===== src/rtl/seg7_pkg.sv =====
// Shared constants and types for the 4-digit 7-segment scan display.
// Glyphs are active-low, segments a..g on bits [0]..[6].
package seg7_pkg;

    localparam int DIGITS = 4;

    localparam logic [6:0] SEG_OFF = 7'h7F;

    typedef logic [1:0] digit_idx_t;

    // Index 15 is leftmost in the concatenation, index 0 rightmost.
    localparam logic [15:0][6:0] HEX_GLYPH = {
        7'b0001110,  // F
        7'b0000110,  // E
        7'b0100001,  // d
        7'b1000110,  // C
        7'b0000011,  // b
        7'b0001000,  // A
        7'b0010000,  // 9
        7'b0000000,  // 8
        7'b1111000,  // 7
        7'b0000010,  // 6
        7'b0010010,  // 5
        7'b0011001,  // 4
        7'b0110000,  // 3
        7'b0100100,  // 2
        7'b1111001,  // 1
        7'b1000000   // 0
    };

endpackage


===== src/rtl/seg7_hex_decode.sv =====
// Hex nibble to active-low 7-segment glyph decoder.
// Latency: combinational. Backpressure: none.
import seg7_pkg::*;

module seg7_hex_decode (
    input  logic [3:0] nibble,
    output logic [6:0] glyph
);

    assign glyph = HEX_GLYPH[nibble];

endmodule


===== src/rtl/seg7_scan_display.sv =====
// Time-multiplexed 4-digit common-anode 7-segment driver; SEG7_LEADING_ZERO_BLANK_EN adds leading-zero blanking.
// Latency: write reaches seg two edges after wr_en; an index change reaches the pins one edge later.
// Backpressure: none, every wr_en strobe is accepted and the last one wins.
import seg7_pkg::*;

module seg7_scan_display #(
    parameter int SCAN_DIV = 100000,
    parameter int CNT_W    = 20
) (
    input  logic              clk,
    input  logic              rst,
    input  logic              wr_en,
    input  logic [15:0]       wr_data,
    input  logic [DIGITS-1:0] wr_dp,
    input  logic [DIGITS-1:0] blank,
    output logic [DIGITS-1:0] an,
    output logic [6:0]        seg,
    output logic              dp,
    output logic              scan_tick
);

    localparam logic [CNT_W-1:0] CNT_LAST = CNT_W'(SCAN_DIV - 1);

    logic [CNT_W-1:0]  cnt;
    digit_idx_t        idx;
    logic [15:0]       data_q;
    logic [DIGITS-1:0] dp_q;
    logic [DIGITS-1:0] dark;
    logic [3:0]        cur_nibble;
    logic [6:0]        cur_glyph;
    logic              cur_dark;

    assign scan_tick = (cnt == CNT_LAST);

    always_ff @(posedge clk or negedge rst) begin
        if (!rst) begin
            cnt <= '0;
            idx <= '0;
        end else if (scan_tick) begin
            cnt <= '0;
            idx <= idx + 2'd1;
        end else begin
            cnt <= cnt + CNT_W'(1);
        end
    end

    always_ff @(posedge clk or negedge rst) begin
        if (!rst) begin
            data_q <= 16'h0000;
            dp_q   <= '0;
        end else if (wr_en) begin
            data_q <= wr_data;
            dp_q   <= wr_dp;
        end
    end

`ifdef SEG7_LEADING_ZERO_BLANK_EN
    // A digit goes dark only if it and everything to its left is zero and its dp is off.
    logic [DIGITS-1:0] auto_blank;

    always_comb begin
        auto_blank    = '0;
        auto_blank[3] = (data_q[15:12] == 4'h0) && !dp_q[3];
        auto_blank[2] = (data_q[15:8]  == 8'h00) && !dp_q[2];
        auto_blank[1] = (data_q[15:4]  == 12'h000) && !dp_q[1];
    end

    assign dark = blank | auto_blank;
`else
    assign dark = blank;
`endif

    assign cur_nibble = data_q[{idx, 2'b00} +: 4];
    assign cur_dark   = dark[idx];

    seg7_hex_decode u_dec (
        .nibble (cur_nibble),
        .glyph  (cur_glyph)
    );

    // A dark digit keeps its anode low so the slot timing stays uniform.
    always_ff @(posedge clk or negedge rst) begin
        if (!rst) begin
            an  <= '1;
            seg <= SEG_OFF;
            dp  <= 1'b1;
        end else begin
            an  <= ~(4'b0001 << idx);
            seg <= cur_dark ? SEG_OFF : cur_glyph;
            dp  <= cur_dark | ~dp_q[idx];
        end
    end

endmodule


===== config.mk =====
export PLATFORM = sky130hd
export DESIGN_NAME = seg7_scan_display
export DESIGN_NICKNAME = d
export VERILOG_FILES = /design/src/rtl/seg7_pkg.sv /design/src/rtl/seg7_hex_decode.sv /design/src/rtl/seg7_scan_display.sv
export SDC_FILE = /design/constraint.sdc
export NUM_CORES = 1
export LEC_CHECK = 0
export CORE_MARGIN = 4
export CORE_UTILIZATION = 57
export CTS_CLUSTER_DIAMETER = 50
export DETAILED_ROUTE_END_ITERATION = 8
export GPL_ROUTABILITY_DRIVEN = 0
export PLACE_DENSITY = 0.84
export SLEW_MARGIN = 5
export SYNTH_ARGS = -nofsm -noshare
export SYNTH_HDL_FRONTEND = slang
export SYNTH_SLANG_ARGS = --single-unit

===== constraint.sdc =====
create_clock -name clk -period 4.65 [get_ports clk]
set_input_delay 0.93 -clock clk [delete_from_list [all_inputs] [get_ports clk]]
set_output_delay 0.93 -clock clk [all_outputs]
set_load 0.03 [all_outputs]

# After elaboration in Yosys (flattened, before gate mapping)
# Memory sizes are Yosys's and may differ from the RTL's.
# Cells that the tools add are included.
[op_classes]
add_sub_neg = 2
magnitude_cmp = 2
eq_ne = 1
shift = 2
n_mux = 7
n_bitwise = 3
[op_table]
columns = ["cell", "count"]
rows = [
  ["adder 20 x 1 -> 20 bit, second input constant", 1],
  ["== test 20 x 17 -> 1 bit, second input constant", 1],
  ["2-to-1 mux 20 bit", 1],
  ["variable part select 16 x 5 -> 4 bit", 1],
  ["2-to-1 mux 7 bit", 2],
  ["< comparator 4 x 5 -> 1 bit, second input constant", 1],
  ["binary-select mux 1 bit (select 2 bit)", 2],
  ["NOT 4 bit", 1],
  ["left shift 1 x 2 -> 4 bit, first input constant", 1],
  ["< comparator 2 x 3 -> 1 bit, second input constant", 1],
  ["adder 2 x 1 -> 2 bit, second input constant", 1],
  ["2-to-1 mux 1 bit", 2],
  ["NOT 1 bit", 1],
  ["bitwise OR 1 bit", 1],
]
[word_totals]
regBits = 54
rom_bits = 112
n_memories = 1
[mem_list]
columns = ["memory", "words", "width", "read_ports", "rd_ports_with_merged_regs", "wr", "line", "source"]
rows = [
  ["(name not given)", 16, 7, 1, 0, 0, "seg7_hex_decode.sv:10", "assign glyph = HEX_GLYPH[nibble];"],
]

# Longest topological paths before layout
# Gate-level depths: netlist (run 1).
[logic_depth]
word_depth = 4
mapped_depth = 7
ltp_nobuf = 6

# By module
# From an unflattened synthesis (run 1), not the netlist that was laid out.
[hier_totals]
cells_unflattened = 204
hier_area_um2 = 2597.5
[by_module_without_submodules]
columns = ["module", "n_inst", "cells_each", "area_each_um2"]
rows = [
  ["seg7_scan_display", 1, 172, 2322.2],
  ["seg7_hex_decode", 1, 32, 275.3],
]

# Worst setup path after synthesis (run 1)
# No wires, ideal clock.
[synth_path]
kind = "flip-flop to output port"
startpoint = "reg cnt[0]"
endpoint = "out scan_tick"
arrival_ns = 1.301
required_ns = 3.720
path_slack_ns = 2.419
path_stages_with_launch = 5
cell_sequence = "dfrtp_1 > ha_1 > and4_1 > nand2_1 > nor2_1"
[synth_between]
elab_chain_len = 1
[synth_lines]
columns = ["element", "line", "source"]
rows = [
  ["start: declaration", "seg7_scan_display.sv:24", "logic [CNT_W-1:0] cnt;"],
  ["start signal: assignment", "seg7_scan_display.sv:43", "cnt <= cnt + CNT_W'(1);"],
  ["== test 20 x 17 -> 1 bit", "seg7_scan_display.sv:33", "assign scan_tick = (cnt == CNT_LAST);"],
  ["end: declaration", "seg7_scan_display.sv:19", "output logic scan_tick"],
]
# Every way passes these cells.

# Final worst setup path (run 1)
# Same ends and word-level chain as after synthesis.

==> reports/qor.yml, run 1 <==
dp_hpwl_mm: 3.31
cts_root_buf: "clkbuf_8"
ys_top_cells_by_count: "dfrtp_1, mux2_2, xnor2_1"
num_vias: 1723
power_density_nw_per_um2: 295
async_reset_ff_frac: 1.00
synth.area.mux_share: 0.155
worstMarginPinSlew_ps: 879
critPathMaxStageDelay_ps: 670
drtPass1Iterations: 4
layout_min_cycle_time_ps: 2960
drt_iter0_drc: 145
setup_tns_ps: 0
synth_top_family_by_area: "multiplexers"
rsz0062_at_grt: "false"
clkPwrFrac: 0.291
end_kind: "primary output"
crit_path_start_kind: "register"
path_buf_inv: 1
arrival_ps: 2030
postRouteAntennaNets: 0
synth_edf_count: 0
cts_made_buffers: 5
synth_ff_type: "dfrtp_1"
synth_adder_area_share: 0.0531
whs_ps: 485
hold_viol: 0
setup_viol: 0
crit_family: "buffers and inverters"
cts_resized: 0
synthToLayoutAreaGrowth_pct: 19.3
grt_max_degree: 44
routedWlPerCell_um: 15.3
synth_area_leader_cell: "dfrtp_1"
slew_violations: 0
antenna_cells: 0
path_max_fanout: 4
cts.path.max_buffers: 2
swShare: 0.242
min-delay-path-class: "in -> async"
p_comb_frac: 0.148
synthCells: 208
skew_ps: 11.9
design.portCount: 40
grt_remaining_overflow: 0
viasPerCell: 5.72
crit_slowest_cell: "clkdlybuf4s50_1"
critPathKind: "reg -> out"
track_usage: 0.180
yosys.area.top_type_share: 0.406
portBuffers: 39
synth_most_common_cell: "dfrtp_1"
fin_util: 0.705
power.internal_uw: 690
tritoncts: "built"
core_area_um2: 4380
syn-num-nets: 246
reg2reg_slack_ps: 2410
synth_xor_area_frac: 0.0609
period_share: 0.636
fmax_ghz: 0.338
placementRows: 24
nNetsFinal: 286
crit_path_cell_trace: "ha_1 -> and4_1 -> nand2_1 -> nor2_1 -> clkdlybuf4s50_1"
cp.required_ps: 3720
layout-drive-gt1-share: 0.209
switchingPower_uw: 220
worstSkewPairLatency_ps: 300
ys_seq_elements: 54
run_status: "finished, final reports clean"
vdd_drop_max_mv: 0.218
cts_sinks: 54
die_x_um: 75.4
wirelength_mm: 4.60
grt_pass1_wl_mm: 7.75
yosys-top-cells-area: "dfrtp_1, dfstp_2, mux2_2, ha_1, xnor2_1"
yosysUniqueCellTypes: 40
htreeDepth: 2
drc: 0
slew_headroom: 0.412
syn_area_um2: 2590
p_leak_uw: 0.00129
drv_cap: 0
die_area_um2: 5690
p_seq_frac: 0.561
antenna_found_initial: 0
grt_pass1_vias: 1709
post_cts_buffers: 0
initial_core_util: 0.591
clkSlewWorstSetupHoldPaths_ps: 90
cts_hold_buf: 0
synth_compound_area_frac: 0.0382
syn_area_per_cell_um2: 12.5
synth-seq-area-share: 0.528
die_h_um: 75.4
synthSimpleGateAreaFrac: 0.129
yosys_warnings: 0
[power groups by stage]
stage	Combinational, uW	Sequential [uW]	Clock [uW]
5_1_grt	146	514	295
3_5_place_dp	134	520	0
3_3_place_gp	131	518	0
4_1_cts	135	511	272
2_1_floorplan	61.3	535	0
6_report	135	510	265
[placed cells by master (no fill, tap or decap), types with 4 or more instances in the layout]
| cell type | n |
|---|---|
| xor2_1 | 4 |
| dfrtp_1 | 42 |
| nor2_1 | 13 |
| nor4_1 | 7 |
| o221ai_1 | 4 |
| dfstp_2 | 12 |
| clkdlybuf4s50_1 | 38 |
| clkbuf_8 | 6 |
| mux2_2 | 22 |
| ha_1 | 11 |
| nand2_1 | 13 |
| xnor2_1 | 14 |
| nand3_1 | 9 |
| inv_1 | 11 |
[sequential cells by signal, indices dropped and copies added (netlist names)]
register and cells:
idx 2, dp_q 4, seg 7, data_q 16
dp 1, cnt 20, an 4
[stage by stage]
| stage | area, um2 | setup WS (ps) | total power (uW) | std cells |
|---|---|---|---|---|
| 5_1_grt | 3090 | 1580 | 955 | 301 |
| 3_5_place_dp | 2990 | 2020 | 654 | 293 |
| 4_1_cts | 3090 | 1680 | 919 | 301 |
| 3_3_place_gp | 2990 | 2030 | 649 | 293 |
| 2_1_floorplan | 2590 | 2420 | 596 | 208 |
| 6_report | 3090 | 1690 | 910 | 301 |
[worst paths after layout]
kind                                         endpoint               start  cells after the start
max in group asynchronous             an[2]$_DFF_PN1_                 rst                      2
worst min-delay path            data_q[1]$_DFFE_PN0P_                 rst                      1
worst max register to register       seg[3]$_DFF_PN1_  idx[0]$_DFFE_PN0N_                      6
worst max-delay path                        scan_tick    cnt[0]$_DFF_PN0_                      5
min in group clk                     cnt[0]$_DFF_PN0_    cnt[0]$_DFF_PN0_                      1
worst min register to register       cnt[0]$_DFF_PN0_    cnt[0]$_DFF_PN0_                      1
[cells by family (layout without fill, tap and decap cells)]
| kind of cell | after synthesis | after routing |
|---|---|---|
| AOI/OAI and AO/OA | 15 | 15 |
| buffers and inverters | 18 | 59 |
| DFF | 54 | 54 |
| and+or+nand+nor | 62 | 62 |
| xor gates and xnor gates | 18 | 18 |
| muxes | 30 | 30 |
| adders and majority gates | 11 | 11 |
[routing by layer]
metal,wire length (um),GRT usage,vias up,part of all wire
met4,79,0.0699,0,0.017
met3,213,0.0356,7,0.046
met1,1960,0.230,854,0.43
met2,2350,0.301,47,0.51
li1,-,-,815,-
met5,0,0,-,0
[final cells by class]
type	count	area (um2)
Clock inverter	2	12.5
Fill cell	325	1290
Multi-Input combinational cell	136	1130
Tap cell	52	65.1
Clock buffer	6	82.6
Inverter	11	41.3
Timing Repair Buffer	40	393
Sequential cell	54	1370
[worst register-to-register path: stages (launching register included)]
cell and delay, ps:
dfrtp_1 600, mux4_1 770, inv_1 170, ha_1 270, and2b_2 170, a211oi_1 40
o21ai_0 150
(Power assumes the default switching activity.)
==> inputs of run 2 (changes only) <==
- CORE_UTILIZATION: 57 -> 53
- PLACE_DENSITY: 0.84 -> 0.79
- clock period: 4.65 -> 2.8 ns (I/O delays scaled with it)
==> run 2 against run 1 <==
Effect of this change: sequential power rose by 66%; worst hold slack worse by 240 ps; via count shrank 2.1%; largest cell class unchanged; largest power group unchanged.
==> reports/qor.yml, run 2 (same netlist as run 1, synthesis figures left out) <==
antenna_cells: 0
path_buf_inv: 1
routedWlPerCell_um: 14.2
worstSkewPairLatency_ps: 300
cts_hold_buf: 0
wirelength_mm: 4.52
fillers: 363
layout_common_cells: "dfrtp_1, clkdlybuf4s50_1, mux2_2, xnor2_1"
clkSlewWorstSetupHoldPaths_ps: 90
critPathMaxStageDelay_ps: 400
crit_family: "simple AND/OR/NAND/NOR gates"
die_x_um: 77.9
design.portCount: 40
instances_no_fill: 319
drtPass1Iterations: 4
postRouteAntennaNets: 0
dpl.cell_count: 311
skew_ps: 5.68
dp_hpwl_mm: 3.31
p_leak_uw: 0.00133
core_area_um2: 4720
antenna_found_initial: 0
fmax_ghz: 0.447
arrival_ps: 1680
layout-drive-gt1-share: 0.210
cts_root_buf: "clkbuf_8"
track_usage: 0.162
r2r_cells: 6
grt_pass1_wl_mm: 7.83
viasPerCell: 5.29
worstMarginPinSlew_ps: 768
multiInputGateArea_um2: 1130
die_h_um: 77.9
grt_pass1_vias: 1679
seq_area_um2: 1370
grt_remaining_overflow: 0
setup_viol: 0
mostFrequentLayoutCell: "dfrtp_1"
power_density_nw_per_um2: 499
end_kind: "primary output"
cts_sinks: 54
vdd_drop_max_mv: 0.324
slew_headroom: 0.483
initial_core_util: 0.548
rsz0062_at_grt: "false"
slew_violations: 0
placementRows: 25
largest_register_ffs: 20
die_area_um2: 6070
tritoncts: "built"
path_max_fanout: 4
min-delay-path-class: "in -> async"
portBuffers: 39
hold_viol: 0
cts.path.max_buffers: 2
critPathKind: "reg -> out"
crit_slowest_cell: "dfrtp_1"
htreeDepth: 2
reg_top3: "cnt x20, data_q x16, seg x7"
run_status: "finished, final reports clean"
cts_made_buffers: 5
period_share: 0.800
crit_path_cell_trace: "ha_1 -> and4_1 -> nand2_1 -> nor2_1 -> dlymetal6s2s_1"
top_register: "cnt"
nNetsFinal: 289
cp.depth: 5
num_vias: 1686
crit_path_start_kind: "register"
drc: 0
cp.required_ps: 2240
grt_max_degree: 31
layout_min_cycle_time_ps: 2240
setup_tns_ps: 0
drt_iter0_drc: 48
synthToLayoutAreaGrowth_pct: 21.9
drv_cap: 0
[run 2: layout make-up]
type / instances / area share
inverter: 11 / 0.0131
timing repair buffer: 43 / 0.136
clock inverter: 1 / 0.00951
multi-input combinational: 136 / 0.358
sequential: 54 / 0.433
tap: 67 / 0.0266
clock buffer: 7 / 0.0242
[run 2: final timing paths]
kind | from | endpoint | slack, ps
setup / recovery | cnt[0]$_DFF_PN0_ | scan_tick | 560
max in group asynchronous | rst | seg[0]$_DFF_PN1_ | 1930
setup reg to reg | idx[0]$_DFFE_PN0N_ | seg[3]$_DFF_PN1_ | 640
hold reg to reg | cnt[0]$_DFF_PN0_ | cnt[0]$_DFF_PN0_ | 500
min in group clk | cnt[0]$_DFF_PN0_ | cnt[0]$_DFF_PN0_ | 500
hold / removal | rst | cnt[7]$_DFF_PN0_ | 250
[run 2: timing repair]
action,CTS,global route
setup endpoints to repair,0,1
resized for setup,0,1
buffers inserted,0,0
[run 2: per-layer routing]
| metal | wire, um | share of wire | vias to the layer above | track usage |
|---|---|---|---|---|
| li1 | - | - | 819 | - |
| met1 | 2070 | 0.46 | 827 | 0.214 |
| met2 | 2250 | 0.50 | 36 | 0.274 |
| met3 | 159 | 0.035 | 4 | 0.0336 |
| met4 | 40 | 0.0089 | 0 | 0.0385 |
| met5 | 0 | 0 | - | 0 |
[run 2: power breakdown]
part	switching [uW]	total, uW	internal (uW)
logic	106	223	118
registers	16.2	847	831
clock network	236	504	268
[run 2: worst register-to-register path: cells and delay by family (launching register included)]
kind                       cells  cell delay, ps
AOI/OAI and AO/OA              2             180
adders and majority gates      1             260
buffers and inverters          1             170
DFF                            1             570
muxes                          1             740
and+or+nand+nor                1             170
[run 2: through the flow]
stage | setup slack, ps | instance area, um2 | hold slack [ps] | utilization | total power (uW)
6_report | 560 | 3160 | 248 | 0.668 | 1570
5_1_grt | 374 | 3160 | 298 | 0.668 | 1650
3_5_place_dp | 501 | 3050 | 480 | 0.645 | 1090
3_3_place_gp | 557 | 3050 | 465 | 0.645 | 1080
2_1_floorplan | 891 | 2590 | 264 | - | 989
4_1_cts | 160 | 3150 | 266 | 0.668 | 1590
==> inputs of run 3 (changes only) <==
- CORE_UTILIZATION: 53 -> 48
- PLACE_DENSITY: 0.79 -> 0.75
- clock period: 2.8 -> 1.95 ns (I/O delays scaled with it)
==> run 3 against run 2 <==
Effect of this change: clock power up 27%; worst hold slack worse by 200 ps; critical endpoint is now dp; worst setup slack worse by 510 ps; highest routed layer unchanged; flip-flop and latch count unchanged; global-route usage about the same; clock skew about the same; total power up 40%; largest cell class unchanged; critical path depth down 4; die area up 9.3%.
==> reports/qor.yml, run 3 (same netlist as run 1, synthesis figures left out) <==
crit_slowest_cell: "clkdlybuf4s50_1"
multiInputGateArea_um2: 1140
p_total_uw: 2200
crit_path_start_kind: "register"
layout_min_cycle_time_ps: 1900
switchingPower_uw: 566
p_leak_uw: 0.00135
drc: 0
viasPerCell: 5.16
power_density_nw_per_um2: 679
synthToLayoutAreaGrowth_pct: 25.1
p_seq_frac: 0.555
setup_viol: 0
grt_pass1_vias: 1710
mostFrequentLayoutCell: "dfrtp_1"
fin_util: 0.627
layout-drive-gt1-share: 0.278
setup.worst_path.end: "dp"
power.internal_uw: 1630
r2r-start: "idx[0]$_DFFE_PN0N_"
skew_ps: 5.96
cp.required_ps: 1560
min-delay-path-class: "in -> async"
antenna_cells: 0
htreeDepth: 2
fmax_ghz: 0.527
clkPwrFrac: 0.291
die_x_um: 81.5
rsz0062_at_grt: "false"
nNetsFinal: 300
slew_headroom: 0.722
dpl-instance-area_um2: 3110
grtUsageMet3: 0.0285
track_usage: 0.162
num_vias: 1717
tritoncts: "built"
path_buf_inv: 1
dp_hpwl_mm: 3.55
hold_viol: 0
cts_hold_buf: 0
grt_remaining_overflow: 0
wirelength_mm: 4.70
portBuffers: 39
layout.cell_area.non_filler_um2: 3240
grt_pass1_wl_mm: 8.29
period_share: 0.973
setup_tns_ps: 0
cts.path.max_buffers: 2
cts_root_buf: "clkbuf_8"
die_h_um: 81.5
gr-usage-met1: 0.225
cp.depth: 1
drtPass1Iterations: 4
die_area_um2: 6630
vdd_drop_max_mv: 0.370
r2r_cells: 6
placementRows: 26
cts_sinks: 54
cts_made_buffers: 5
critPathKind: "reg -> out"
drv_cap: 0
crit_path_cell_trace: "clkdlybuf4s50_1"
layout_common_cells: "dfrtp_1, clkdlybuf4s50_1, mux2_2, buf_4, xnor2_1"
crit_family: "buffers and inverters"
worstMarginPinSlew_ps: 414
arrival_ps: 1510
slew_violations: 0
run_status: "finished, final reports clean"
instances_no_fill: 333
gr-usage-met2: 0.262
crit_start: "dp$_DFF_PN1_"
initial_core_util: 0.501
clkSlewWorstSetupHoldPaths_ps: 100
design.portCount: 40
largest_register_ffs: 20
critPathMaxStageDelay_ps: 670
end_kind: "primary output"
reg_top3: "cnt x20, data_q x16, seg x7"
top_register: "cnt"
drt_iter0_drc: 62
core_area_um2: 5170
swShare: 0.257
seq_area_um2: 1370
grt_max_degree: 55
dpl.cell_count: 322
path_max_fanout: 1
p_comb_frac: 0.153
fillers: 413
postRouteAntennaNets: 0
reg2reg_slack_ps: 160
worstSkewPairLatency_ps: 300
routedWlPerCell_um: 14.1
top_usage_layer: "met2"
antenna_found_initial: 0
r2r-end: "seg[5]$_DFF_PN1_"
run 3: area by class of cell:
class / count / area share
repair buffers: 54 / 0.157
well taps: 70 / 0.0270
clock buffers: 5 / 0.0212
multi-input cells: 136 / 0.353
clock inverters: 3 / 0.00772
flip-flops and latches: 54 / 0.422
inverters: 11 / 0.0127
run 3: routing by layer:
metal / routed length, um / share of wire
met1: 2250 / 0.48
met2: 2250 / 0.48
met3: 139 / 0.030
met4: 59 / 0.013
met5: 0 / 0
run 3: worst reg2reg max path, stage by stage (launching register included):
cell and delay, ps:
dfrtp_2 420, mux4_2 550, inv_1 130, ha_1 240
buf_4 140, a21oi_1 50, o221ai_1 180
run 3: metrics by stage:
stage | setup slack [ps] | hold WS (ps)
floorplan | 40.7 | 94.4
global placement | 159 | 402
detailed placement | 60.3 | 407
CTS | 11.0 | 64.1
global route | 9.49 | 69.4
finish | 52.3 | 50.1
run 3: what timing repair did:
| action | in CTS | in global routing |
|---|---|---|
| gates resized for setup | 1 | 6 |
| setup endpoints to repair | 1 | 3 |
| pin swaps | 0 | 1 |
| hold endpoints to repair | 0 | 0 |
| setup buffers | 1 | 2 |
run 3: worst min-delay path by stage:
stage,to,slack [ps],cells after the start
5_1_grt,data_q[5]$_DFFE_PN0P_,70,2
6_report,data_q[5]$_DFFE_PN0P_,50,2
3_3_place_gp,data_q[5]$_DFFE_PN0P_,400,2
3_5_place_dp,data_q[5]$_DFFE_PN0P_,410,2
2_1_floorplan,cnt[0]$_DFF_PN0_,90,0
4_1_cts,data_q[5]$_DFFE_PN0P_,60,2
run 3: power by group through the flow:
stage	registers [uW]	logic [uW]	clock network (uW)
floorplan	1270	146	0
global placement	1240	334	0
detailed placement	1240	341	0
CTS	1220	341	662
global route	1230	370	709
finish	1220	338	642
